File: src/rtl/mem_bus_bridge.sv
// Bridge between the 8227 core bus and a req/ack external memory port.
// Reads stall the core via ready; writes are posted to a FIFO and drained ahead of reads.
module mem_bus_bridge #(
    parameter int unsigned TIMEOUT_CYCLES = 15,
    parameter int unsigned FIFO_DEPTH     = 2
) (
    input  logic        clk,
    input  logic        nrst,
    input  logic        busCycleStart,
    input  logic [7:0]  cpuAddrHigh,
    input  logic [7:0]  cpuAddrLow,
    input  logic        cpuReadNotWrite,
    input  logic [7:0]  cpuDataOut,
    output logic [7:0]  cpuDataIn,
    output logic        ready,
    output logic        memReq,
    output logic        memWrite,
    output logic [15:0] memAddr,
    output logic [7:0]  memWdata,
    input  logic [7:0]  memRdata,
    input  logic        memAck,
    output logic        busError,
    output logic        writeOverrun,
    input  logic        clearErrors
);

    localparam int unsigned PTR_W = $clog2(FIFO_DEPTH);
    localparam logic [PTR_W:0] DEPTH_CNT = (PTR_W + 1)'(FIFO_DEPTH);
    localparam logic [7:0] LAST_COUNT = 8'(TIMEOUT_CYCLES - 1);

    typedef enum logic [1:0] {IDLE, WREQ, RREQ, GAP} stateT;

    stateT            state;
    logic [15:0]      fifoAddr [FIFO_DEPTH];
    logic [7:0]       fifoData [FIFO_DEPTH];
    logic [PTR_W-1:0] wrPtr;
    logic [PTR_W-1:0] rdPtr;
    logic [PTR_W:0]   fifoCount;
    logic [15:0]      readAddr;
    logic             readPending;
    logic [7:0]       toCount;

    logic cpuWrite;
    logic cpuRead;
    logic fifoFull;
    logic fifoEmpty;
    logic lastCycle;
    logic pop;
    logic push;
    logic drop;
    logic timeoutNow;

    always_comb begin
        cpuWrite   = busCycleStart & ~readPending & ~cpuReadNotWrite;
        cpuRead    = busCycleStart & ~readPending & cpuReadNotWrite;
        fifoFull   = (fifoCount == DEPTH_CNT);
        fifoEmpty  = (fifoCount == '0);
        lastCycle  = (toCount == LAST_COUNT);
        // Ack on the final allowed cycle takes precedence over the timeout.
        pop        = (state == WREQ) & (memAck | lastCycle);
        push       = cpuWrite & (~fifoFull | pop);
        drop       = cpuWrite & fifoFull & ~pop;
        timeoutNow = ((state == WREQ) | (state == RREQ)) & ~memAck & lastCycle;
    end

    always_ff @(posedge clk) begin
        if (push) begin
            fifoAddr[wrPtr] <= {cpuAddrHigh, cpuAddrLow};
            fifoData[wrPtr] <= cpuDataOut;
        end
    end

    always_ff @(posedge clk or negedge nrst) begin
        if (!nrst) begin
            state        <= IDLE;
            wrPtr        <= '0;
            rdPtr        <= '0;
            fifoCount    <= '0;
            readAddr     <= '0;
            readPending  <= 1'b0;
            toCount      <= '0;
            cpuDataIn    <= 8'h00;
            ready        <= 1'b1;
            memReq       <= 1'b0;
            memWrite     <= 1'b0;
            memAddr      <= '0;
            memWdata     <= '0;
            busError     <= 1'b0;
            writeOverrun <= 1'b0;
        end else begin
            busError     <= (busError & ~clearErrors) | timeoutNow;
            writeOverrun <= (writeOverrun & ~clearErrors) | drop;

            if (push) wrPtr <= wrPtr + 1'b1;
            if (pop)  rdPtr <= rdPtr + 1'b1;
            case ({push, pop})
                2'b10:   fifoCount <= fifoCount + 1'b1;
                2'b01:   fifoCount <= fifoCount - 1'b1;
                default: fifoCount <= fifoCount;
            endcase

            if (cpuRead) begin
                readAddr    <= {cpuAddrHigh, cpuAddrLow};
                readPending <= 1'b1;
                ready       <= 1'b0;
            end

            case (state)
                IDLE: begin
                    if (!fifoEmpty) begin
                        state    <= WREQ;
                        memReq   <= 1'b1;
                        memWrite <= 1'b1;
                        memAddr  <= fifoAddr[rdPtr];
                        memWdata <= fifoData[rdPtr];
                        toCount  <= '0;
                    end else if (readPending) begin
                        state    <= RREQ;
                        memReq   <= 1'b1;
                        memWrite <= 1'b0;
                        memAddr  <= readAddr;
                        toCount  <= '0;
                    end
                end
                WREQ: begin
                    if (memAck || lastCycle) begin
                        state    <= GAP;
                        memReq   <= 1'b0;
                        memWrite <= 1'b0;
                    end else begin
                        toCount <= toCount + 1'b1;
                    end
                end
                RREQ: begin
                    if (memAck || lastCycle) begin
                        state       <= GAP;
                        memReq      <= 1'b0;
                        cpuDataIn   <= memAck ? memRdata : 8'hFF;
                        readPending <= 1'b0;
                        ready       <= 1'b1;
                    end else begin
                        toCount <= toCount + 1'b1;
                    end
                end
                default: state <= IDLE;
            endcase
        end
    end

endmodule

File: config.mk
export PLATFORM = sky130hd
export DESIGN_NAME = mem_bus_bridge
export DESIGN_NICKNAME = d
export VERILOG_FILES = /design/src/rtl/mem_bus_bridge.sv
export SDC_FILE = /design/constraint.sdc
export NUM_CORES = 1
export LEC_CHECK = 0
export BUFFER_PORTS_ARGS = -buffer_cell sky130_fd_sc_hd__buf_2
export CAP_MARGIN = 40
export CELL_PAD_IN_SITES_DETAIL_PLACEMENT = 0
export CELL_PAD_IN_SITES_GLOBAL_PLACEMENT = 1
export CORE_MARGIN = 2
export CORE_UTILIZATION = 40
export DETAILED_ROUTE_END_ITERATION = 12
export GPL_TIMING_DRIVEN = 0
export PLACE_DENSITY = 0.76
export SLEW_MARGIN = 20
export SYNTH_ARGS = -nofsm -noshare
export SYNTH_HDL_FRONTEND = slang
export SYNTH_SLANG_ARGS = --single-unit
File: constraint.sdc
create_clock -name clk -period 2.6 [get_ports clk]
set_clock_uncertainty 0.2 [all_clocks]
set_input_delay 0.13 -clock clk [delete_from_list [all_inputs] [get_ports clk]]
set_output_delay 0.13 -clock clk [all_outputs]
set_load 0.1 [all_outputs]
# After elaboration in Yosys (flattened, before gate mapping)
# Memory sizes are Yosys's and may differ from the RTL's. A register that Yosys moved wholly into a read port is not among the register bits.
# Index checks and enable logic that the tools add are counted.
[totals] inputBits=38 mem_count=2 output_inout_bits=37 wordCells=97 regBits=60 mem_bits_rw=48
[memory_table] memory="fifoAddr" depth=2 word_bits=16 read_ports=1 rd_ports_with_merged_regs=0 wr=1 line_no="34" source="logic [15:0] fifoAddr [FIFO_DEPTH];"
[memory_table] memory="fifoData" depth=2 word_bits=8 read_ports=1 rd_ports_with_merged_regs=1 wr=1 line_no="35" source="logic [7:0] fifoData [FIFO_DEPTH];"
[op_classes] add_sub_neg=5 n_reduce_logical=15 n_eq_ne=11 bitwise_logic=23 mux=27
[ops] op="$mux 16" n=2
[ops] op="$mux 8" n=4
[ops] op="$pmux 8 s2" n=1
[ops] op="$mux 1" n=13
[ops] op="$and 1x1->1" n=11
[ops] op="$reduce_and 3->1" n=3
[ops] op="$add 8x1->8 const B" n=1
[ops] op="$eq 8x4->1 const B" n=1
[ops] op="$pmux 2 s2" n=2
[ops] op="$reduce_and 2->1" n=4
[ops] op="$not 1->1" n=7
[ops] op="$eq 2x2->1 const B" n=3
[ops] op="$mux 2" n=3
[ops] op="$reduce_bool 2->1" n=3
[ops] op="$or 1x1->1" n=5
[ops] op="$eq 2x1->1 const B" n=2
[ops] op="$logic_not 2->1" n=2
[ops] op="$ne 2x1->1 const B" n=2
[ops] op="$ne 2x2->1 const B" n=2
[ops] op="$pmux 1 s2" n=2
[ops] op="$ne 3x3->1 const B" n=1
[ops] op="$add 1x1->1 const B" n=2
[ops] op="$add 2x1->2 const B" n=1
[ops] op="$reduce_or 2->1" n=1
[ops] op="3 further kinds" n=3

# Depth between registers and ports, before layout
# Gate-level depths: netlist (run 1).
[logic_depth] depth_word=7 mapped_depth=8 ltp_nobuf=6

# Worst setup path after synthesis (run 1)
# No wires, ideal clock.
[synth_timing] kind="register to register" from="register state[1]" to="memory fifoAddr[0][0] (enable)" path_buffers=0 required_time_ps=1995 synth_period_minus_slack_ps=2839 setup_time_ps=405 path_slack_ps=-239 path_stages_with_launch=7 t_arrival_ps=2234 cell_sequence="dfrtp_1 > inv_1 > ha_1 > nor4b_2 > a2111o_1 > nand2_1 > nor2_1"
[synth_via] elab_chain_len=6
[synth_rtl] element="from (decl)" line_no="33" source="stateT state;"
[synth_rtl] element="from (signal assigned)" line_no="75" source="state <= IDLE;"
[synth_rtl] element="from (signal assigned)" line_no="111" source="state <= WREQ;"
[synth_rtl] element="from (signal assigned)" line_no="118" source="state <= RREQ;"
[synth_rtl] element="$eq 2x1->1" line_no="60" source="pop = (state == WREQ) & (memAck | lastCycle);"
[synth_rtl] element="$and 1x1->1" line_no="60"
[synth_rtl] element="$or 1x1->1" line_no="61" source="push = cpuWrite & (~fifoFull | pop);"
[synth_rtl] element="$and 1x1->1" line_no="61"
[synth_rtl] element="$mux 1" line_no="67" source="if (push) begin"
[synth_rtl] element="$mux 1 (implied by the code)" line_no="68" source="fifoAddr[wrPtr] <= {cpuAddrHigh, cpuAddrLow};"
[synth_rtl] element="to (decl)" line_no="34"
# Every way passes these cells.

# Worst setup path in the final report (run 1)
[layout_timing] from="register toCount[0]" to="register writeOverrun"
[layout_via] elab_chain_len=6
[layout_rtl] element="from (decl)" line_no="41" source="logic [7:0] toCount;"
[layout_rtl] element="from (signal assigned)" line_no="131" source="toCount <= toCount + 1'b1;"
[layout_rtl] element="from (signal assigned)" line_no="142" source="toCount <= toCount + 1'b1;"
[layout_rtl] element="$eq 8x4->1" line_no="58" source="lastCycle = (toCount == LAST_COUNT);"
[layout_rtl] element="$or 1x1->1" line_no="60"
[layout_rtl] element="$and 1x1->1" line_no="60"
[layout_rtl] element="$not 1->1" line_no="62" source="drop = cpuWrite & fifoFull & ~pop;"
[layout_rtl] element="$and 1x1->1" line_no="62"
[layout_rtl] element="$or 1x1->1" line_no="92" source="writeOverrun <= (writeOverrun & ~clearErrors) | drop;"
[layout_rtl] element="to (signal assigned)" line_no="92"
[layout_rtl] element="to (decl)" line_no="23" source="output logic writeOverrun,"
# Every way passes these cells.
# A chain may end at the register's enable or synchronous reset.

==> flow_metrics.tcl, run 1 <==
set metrics [dict create \
    status "finished clean" \
    synthCells 365 \
    diodes 0 \
    core_area_sq_um 11900 \
    critPathSlowestCell "dlygate4sd3_1" \
    syn_nets 409 \
    regArea_sq_um 3140 \
    maxSlewViolCount 0 \
    cts-root-buf "clkbuf_16" \
    grt_pass1_wl_um 17400 \
    synth_seq_cells 116 \
    wire_per_inst_um 16.1 \
    antenna_found_initial 0 \
    dieArea_sq_um 12900 \
    final.setup.tns_ns 0 \
    synth_edf_count 48 \
    maxCapViolCount 0 \
    maxSlewHeadroom 0.574 \
    synthArstFlopShare 0.586 \
    htree_num_levels 4 \
    drive_above_1_share 0.300 \
    place_congestion 0.801 \
    finalHoldViolations 0 \
    period_minus_slack_ns 2.42 \
    routed_wl_um 10600 \
    cts_tree "yes" \
    cp_max_fo 6 \
    cp_data_arrival_time_ns 2.57 \
    via_per_inst 5.04 \
    multi_input_area_sq_um 1560 \
    grt_usage 0.176 \
    ys_seq_area_frac 0.654 \
    required_ns 2.75 \
    crit_path_end_kind "flip-flop" \
    hpwlAfterDp_um 6640 \
    critPathMaxStageDelay_ns 0.56 \
    cts.clk_slew.worst_paths_ns 0.05 \
    die_h_um 114 \
    avgSynthCellArea_sq_um 13.2 \
    cts_sinks 116 \
    ys_types 51 \
    vias 3329 \
    cts_buffer_depth 2 \
    final_core_util 0.546 \
    layout_commonest_cell "buf_2" \
    mostFrequentLayoutCells "83 x buf_2, 67 x dfrtp_1, 48 x edfxtp_1" \
    synth_warnings 0 \
    synthToLayoutAreaGrowth_pct 34.9 \
    ioPinCount 75 \
    netlist_area_sq_um 4800 \
    grt_overflow 0 \
    first_pass_iters 4 \
    worstSetupStartpointType "flip-flop" \
    grt_max_degree 46 \
    max_freq_ghz 0.413 \
    clk_latency_ns 0.41 \
    fin_nets 545 \
    worstSetupPathType "flip-flop to flip-flop" \
    hold-worst-slack_ns 0.0173 \
    finalSetupViolCount 0 \
    start_util 0.405 \
    post-route-period-util 0.932 \
    worstPathCellList "inv_1, ha_1, and4b_4, buf_6, a2111o_1, o22ai_1, dlygate4sd3_1" \
    fp-row-count 40 \
    die_w_um 114 \
    fillers 995 \
    grt_setup_unrepaired "no" \
    hold_class "input pin to async pin" \
    grt_pass1_vias 3449 \
    numCtsBuffers 17 \
    synth_ff_type "dfrtp_1" \
    drt_iter0_drc 164 \
    worstMarginPinSlew_ns 0.635 \
    ant_nets 0 \
    port_buffers 74 \
    drc 0 \
]
-- per-stage QoR --
stage,cells,worst slack (ns),area [sq um]
6_report,661,0.178,6480
3_3_place_gp,586,-0.487,5360
3_5_place_dp,587,-0.0827,5400
5_1_grt,661,0.0579,6480
2_1_floorplan,365,0.150,4810
4_1_cts,659,0.0440,6440
-- worst paths after layout --
path                          startpoint             end  slack [ns]  cells past startpoint
setup reg to reg              toCount[0]    writeOverrun        0.18                      7
hold / removal                      nrst      toCount[3]        0.02                      3
setup / recovery              toCount[0]    writeOverrun        0.18                      7
min in group clk           cpuAddrLow[7]  fifoAddr[0][7]        0.25                      2
hold reg to reg               memAddr[5]      memAddr[5]        0.27                      2
max in group asynchronous           nrst           ready        1.88                      3
-- layer usage --
layer | share of wire | vias to the layer above | GRT usage
li1 | - | 1601 | -
met1 | 0.45 | 1648 | 0.230
met2 | 0.49 | 68 | 0.281
met3 | 0.035 | 12 | 0.0510
met4 | 0.015 | 0 | 0.0650
met5 | 0 | - | 0
-- cell usage after synthesis (all sizes together) (3+ instances only) --
library cell  number  area, sq um
inv                8         30.0
dfrtp             67         1680
and2               3         21.3
ha                 6         75.1
a21o               3         30.0
o22a               8         70.1
xnor2              4         35.0
clkbuf             4         16.3
nand3              5         25.0
o21ai             31          159
buf               13         80.1
mux2i             27          270
mux2              16          180
nor2              25         93.8
a21oi             25          129
edfxtp            48         1440
nand2             37          139
nand4b             4         35.0
-- final cells by class --
| class | instances | area share |
|---|---|---|
| timing repair buffer | 116 | 0.130 |
| sequential | 116 | 0.485 |
| clock buffer | 20 | 0.0689 |
| inverter | 8 | 0.00463 |
| buffer | 17 | 0.0149 |
| multi-input combinational | 225 | 0.240 |
| clock inverter | 12 | 0.0278 |
| tap | 147 | 0.0284 |
-- worst max-delay path, delay by kind of cell, from the launching register on --
family / cells / cell delay [ns]
compound gates: 2 / 0.57
fa+ha+maj: 1 / 0.20
buf+inv: 3 / 0.76
flops: 1 / 0.43
simple gates: 1 / 0.20
-- cells by family after synthesis --
| logic type | count (synthesis) | synth area share |
|---|---|---|
| and+or+nand+nor | 91 | 0.0971 |
| DFF | 116 | 0.654 |
| muxes | 43 | 0.0937 |
| AOI/OAI and AO/OA | 80 | 0.105 |
| xor gates and xnor gates | 4 | 0.00729 |
| adders and majority gates | 6 | 0.0156 |
| buffers and inverters | 25 | 0.0263 |
-- sequential cells by signal, indices dropped and copies added, names as in the netlist, 2 cells and up --
signal	flops
fifoAddr	32
cpuDataIn	8
memWdata	8
toCount	8
fifoCount	2
memAddr	16
state	2
readAddr	16
fifoData	16
-- what timing repair did --
item | CTS | global route
setup endpoints to repair | 24 | 48
buffers inserted | 0 | 2
gates resized for setup | 1 | 1
hold endpoints to repair | 143 | 0
hold buffers | 39 | 0
pin swaps | 0 | 2
cloned | 1 | 0
Power of run 1 is left out: the tool's default activity adds up to more than one toggle a clock period on the data nets, which glitch-free logic cannot reach.
==> run 2: changes to the inputs <==
--- a/config.mk
+++ b/config.mk
@@ -10,10 +10,11 @@
 export CELL_PAD_IN_SITES_DETAIL_PLACEMENT = 0
 export CELL_PAD_IN_SITES_GLOBAL_PLACEMENT = 1
 export CORE_MARGIN = 2
-export CORE_UTILIZATION = 40
+export CORE_UTILIZATION = 28
 export DETAILED_ROUTE_END_ITERATION = 12
 export GPL_TIMING_DRIVEN = 0
-export PLACE_DENSITY = 0.76
+export PLACE_DENSITY = 0.58
+export SETUP_SLACK_MARGIN = 0.2
 export SLEW_MARGIN = 20
 export SYNTH_ARGS = -nofsm -noshare
 export SYNTH_HDL_FRONTEND = slang
==> flow_metrics.tcl, run 2 (synthesized netlist as in run 1, its figures left out) <==
set metrics [dict create \
    r2r_start "state[1]" \
    multi_input_area_sq_um 1560 \
    cts_tree "yes" \
    cp_max_fo 24 \
    maxSlewViolCount 0 \
    hold_class "input pin to async pin" \
    fin_area_sq_um 6470 \
    die_h_um 135 \
    place_congestion 0.756 \
    finalSetupViolCount 0 \
    mostFrequentLayoutCells "83 x buf_2, 67 x dfrtp_1, 48 x edfxtp_1" \
    worst-r2r-setup-slack_ns 0.32 \
    period_minus_slack_ns 2.28 \
    fp-row-count 47 \
    wire_per_inst_um 15.1 \
    crit_path_end_kind "flip-flop" \
    htree_num_levels 4 \
    grt_overflow 0 \
    dieArea_sq_um 18200 \
    post-route-period-util 0.878 \
    final.setup.tns_ns 0 \
    grt_pass1_vias 3509 \
    routed_wl_um 11000 \
    cts_buffer_depth 2 \
    cts-root-buf "clkbuf_16" \
    worstSetupStartpointType "flip-flop" \
    hpwlAfterDp_um 7210 \
    max_freq_ghz 0.438 \
    drive_above_1_share 0.301 \
    largest_reg_flops 32 \
    cts_sinks 116 \
    ant_nets 0 \
    critPathSlowestCell "and3_4" \
    first_pass_iters 4 \
    finalHoldViolations 0 \
    drc 0 \
    status "finished clean" \
    drt_iter0_drc 135 \
    core_area_sq_um 16700 \
    via_per_inst 4.46 \
    critPathMaxStageDelay_ns 0.47 \
    ioPinCount 75 \
    antenna_found_initial 0 \
    regArea_sq_um 3140 \
    worstPathCellList "inv_1, ha_1, nor4b_4, a2111o_1, and3_4" \
    vias 3268 \
    start_util 0.288 \
    cp_data_arrival_time_ns 2.15 \
    top_register "fifoAddr" \
    diodes 0 \
    grt_max_degree 38 \
    required_ns 2.47 \
    maxCapViolCount 0 \
    clk_latency_ns 0.42 \
    synthToLayoutAreaGrowth_pct 34.7 \
    grt_pass1_wl_um 18300 \
    numCtsBuffers 17 \
    place_area_sq_um 5500 \
    startpoint "state[1]" \
    cts.clk_slew.worst_paths_ns 0.06 \
    grt_setup_unrepaired "no" \
    die_w_um 135 \
    fillers 1630 \
    ff2ff_path_depth 5 \
    worstSetupPathType "flip-flop to flip-flop" \
    layout_commonest_cell "buf_2" \
    grt_usage 0.131 \
    r2r-end "fifoAddr[1][3]" \
    fin_nets 543 \
    port_buffers 74 \
    maxSlewHeadroom 0.559 \
    worstMarginPinSlew_ns 0.657 \
]
==> run 2: cell types whose count changed in the layout (fill, tap and decap cells not counted), moves of 2 or more <==
cell / change
inv_6: +4
clkinvlp_4: -4
bufinv_16: -3
inv_4: +3
buf_4: +2
==> run 2: worst max-delay path: cells and delay by family (launching register included) <==
family                   cells  cell delay (ns)
AO/OA/AOI/OAI                1             0.25
AND/OR/NAND/NOR              2             0.75
adder cells (fa/ha/maj)      1             0.23
buffers and inverters        1             0.09
flip-flops                   1             0.41
==> run 2: cell type report <==
class,count,area share
Timing Repair Buffer,115,0.123
Tap cell,220,0.0425
Inverter,8,0.00464
Buffer,17,0.0149
Multi-Input combinational cell,224,0.240
Clock inverter,13,0.0184
Clock buffer,19,0.0702
Sequential cell,116,0.486
==> run 2: repair_timing <==
item	CTS	global route
hold buffers	37	0
endpoints found under the hold margin	146	0
setup endpoints to repair	43	48
pin swaps	1	0
setup buffers	1	1
resized for setup	1	1
==> run 2: metal layers <==
layer  global-route usage  share of wire  vias up
met4               0.0475          0.015        0
li1                     -              -     1599
met1                0.163           0.46     1602
met5                    0              0        -
met3               0.0417          0.038       12
met2                0.216           0.49       55
==> run 2: worst max-delay path by stage <==
| stage | endpoint | slack, ns | depth (start not counted) |
|---|---|---|---|
| 2_1_floorplan | fifoAddr[1][0] | 0.24 | 5 |
| 3_3_place_gp | fifoData[1][7] | -0.50 | 5 |
| 3_5_place_dp | fifoData[1][0] | 0.03 | 5 |
| 4_1_cts | fifoData[1][2] | 0.23 | 5 |
| 5_1_grt | fifoAddr[1][15] | 0.18 | 5 |
| 6_report | fifoAddr[1][3] | 0.32 | 5 |
==> run 2: per-stage QoR <==
| step | utilization | setup WS (ns) | cells | hold WS, ns |
|---|---|---|---|---|
| 2_1_floorplan | - | 0.242 | 365 | -0.366 |
| 3_3_place_gp | 0.327 | -0.499 | 659 | 0.119 |
| 3_5_place_dp | 0.329 | 0.0264 | 661 | -0.0760 |
| 4_1_cts | 0.387 | 0.233 | 731 | 0.00801 |
| 5_1_grt | 0.388 | 0.184 | 732 | 0.0389 |
| 6_report | 0.388 | 0.318 | 732 | 0.00157 |
Power of run 2 is left out for the same reason.
==> run 3: changes to the inputs <==
==> constraint.sdc (replaced) <==
create_clock -name clk -period 1.95 [get_ports clk]
set_clock_uncertainty 0.2 [all_clocks]
set_input_delay 0.0975 -clock clk [delete_from_list [all_inputs] [get_ports clk]]
set_output_delay 0.0975 -clock clk [all_outputs]
set_load 0.1 [all_outputs]
==> flow_metrics.tcl, run 3 (synthesized netlist as in run 1, its figures left out) <==
set metrics [dict create \
    status "complete, but fails checks" \
    violations "negative hold slack, negative setup slack" \
    grt_max_degree 36 \
    power.leakage_nw 2.96 \
    ff2ff_path_depth 7 \
    cp_data_arrival_time_ns 2.16 \
    cts_tree "yes" \
    finalPower_mw 13.3 \
    drt_iter0_drc 231 \
    first_pass_iters 5 \
    drive_above_1_share 0.386 \
    cts.clk_slew.worst_paths_ns 0.05 \
    synthToLayoutAreaGrowth_pct 45.7 \
    post-route-period-util 1.12 \
    maxSlewViolCount 0 \
    grt_pass1_wl_um 19000 \
    place_area_sq_um 5500 \
    r2r_start "toCount[1]" \
    ioPinCount 75 \
    ir_drop_v 0.00116 \
    cts_buffer_depth 2 \
    ant_nets 0 \
    worstSetupStartpointType "flip-flop" \
    largest_reg_flops 32 \
    worstMarginPinSlew_ns 0.502 \
    die_w_um 135 \
    maxSlewHeadroom 0.665 \
    startpoint "toCount[1]" \
    powerDensity_nw_per_um2 1890 \
    finalHoldViolations 10 \
    setup_ws_ns -0.234 \
    maxCapViolCount 0 \
    worstSetupPathType "flip-flop to flip-flop" \
    clk_latency_ns 0.41 \
    port_buffers 74 \
    fin_nets 572 \
    crit_path_end_kind "flip-flop" \
    period_minus_slack_ns 2.18 \
    cp_max_fo 9 \
    mostFrequentLayoutCells "77 x buf_2, 64 x dfrtp_1, 48 x edfxtp_1" \
    hpwlAfterDp_um 7260 \
    critPathCapture "fifoData[0][4]" \
    fin_area_sq_um 7000 \
    worst-r2r-setup-slack_ns -0.23 \
    grt_usage 0.139 \
    drc 0 \
    die_h_um 135 \
    max_freq_ghz 0.458 \
    required_ns 1.92 \
    wire_per_inst_um 15.8 \
    layout_commonest_cell "buf_2" \
    numCtsBuffers 17 \
    core_area_sq_um 16700 \
    htree_num_levels 4 \
    grt_overflow 0 \
    cts-root-buf "clkbuf_16" \
    start_util 0.288 \
    hold-worst-slack_ns -0.00876 \
    cts_sinks 116 \
    routed_wl_um 12000 \
    diodes 0 \
    r2r-end "fifoData[0][4]" \
    dieArea_sq_um 18200 \
    hold_class "input pin to async pin" \
    grt_setup_unrepaired "yes" \
    grt_pass1_vias 3581 \
    fp-row-count 47 \
    via_per_inst 4.57 \
    place_ws_ns -0.767 \
    antenna_found_initial 0 \
    finalSetupViolCount 61 \
    vias 3476 \
    place_congestion 0.741 \
    top_register "fifoAddr" \
]
==> run 3: area by class of cell <==
cell class / instances / area, sq um
fillers: 1577 / 9700
flip-flops and latches: 116 / 3150
multi-input cells: 226 / 1720
repair buffers: 142 / 1070
clock buffers: 18 / 439
well taps: 220 / 275
plain buffers: 17 / 161
clock inverters: 14 / 160
inverters: 8 / 32.5
==> run 3: what timing repair did <==
item	4_1_cts	5_1_grt
hold buffers	38	0
buffers inserted	20	6
gates resized for setup	51	26
pin swaps	9	7
endpoints found under the hold margin	147	0
cloned	3	2
setup endpoints to repair	107	108
==> run 3: power by group <==
group | total [mW] | switching, mW | internal [mW]
Clock | 3.12 | 1.10 | 2.03
Sequential | 3.70 | 0.421 | 3.27
Combinational | 6.45 | 4.49 | 1.95
==> run 3: worst max-delay path: stages, from the launching register on <==
cell and delay (ns):
dfrtp_1 0.39, ha_2 0.18, and4b_4 0.20, buf_6 0.11, a2111o_1 0.48, nand2_4 0.16, nor2_4 0.05, buf_12 0.16
==> run 3: worst min path at each step <==
stage / startpoint / endpoint / cells after the start
floorplan: nrst / busError / 0
global placement: cpuDataOut[4] / fifoData[1][4] / 1
detailed placement: nrst / readAddr[7] / 1
CTS: nrst / readAddr[8] / 2
global route: nrst / readAddr[8] / 2
finish: nrst / readAddr[8] / 2
==> run 3: layer usage <==
metal	wire length (um)	part of all wire	track usage	up-vias
met5	0	0	0	-
met4	151	0.013	0.0654	0
met3	535	0.045	0.0417	10
met2	5830	0.49	0.214	76
met1	5470	0.46	0.180	1730
li1	-	-	-	1660
==> run 3: metrics by stage <==
step | std cells | TNS [ns] | util
detailed placement | 660 | -36.92 | 0.329
finish | 761 | -10.71 | 0.419
global placement | 659 | -33.15 | 0.328
CTS | 753 | -11.91 | 0.411
floorplan | 365 | -11.21 | -
global route | 761 | -15.10 | 0.419
(Power assumes the default switching activity.)
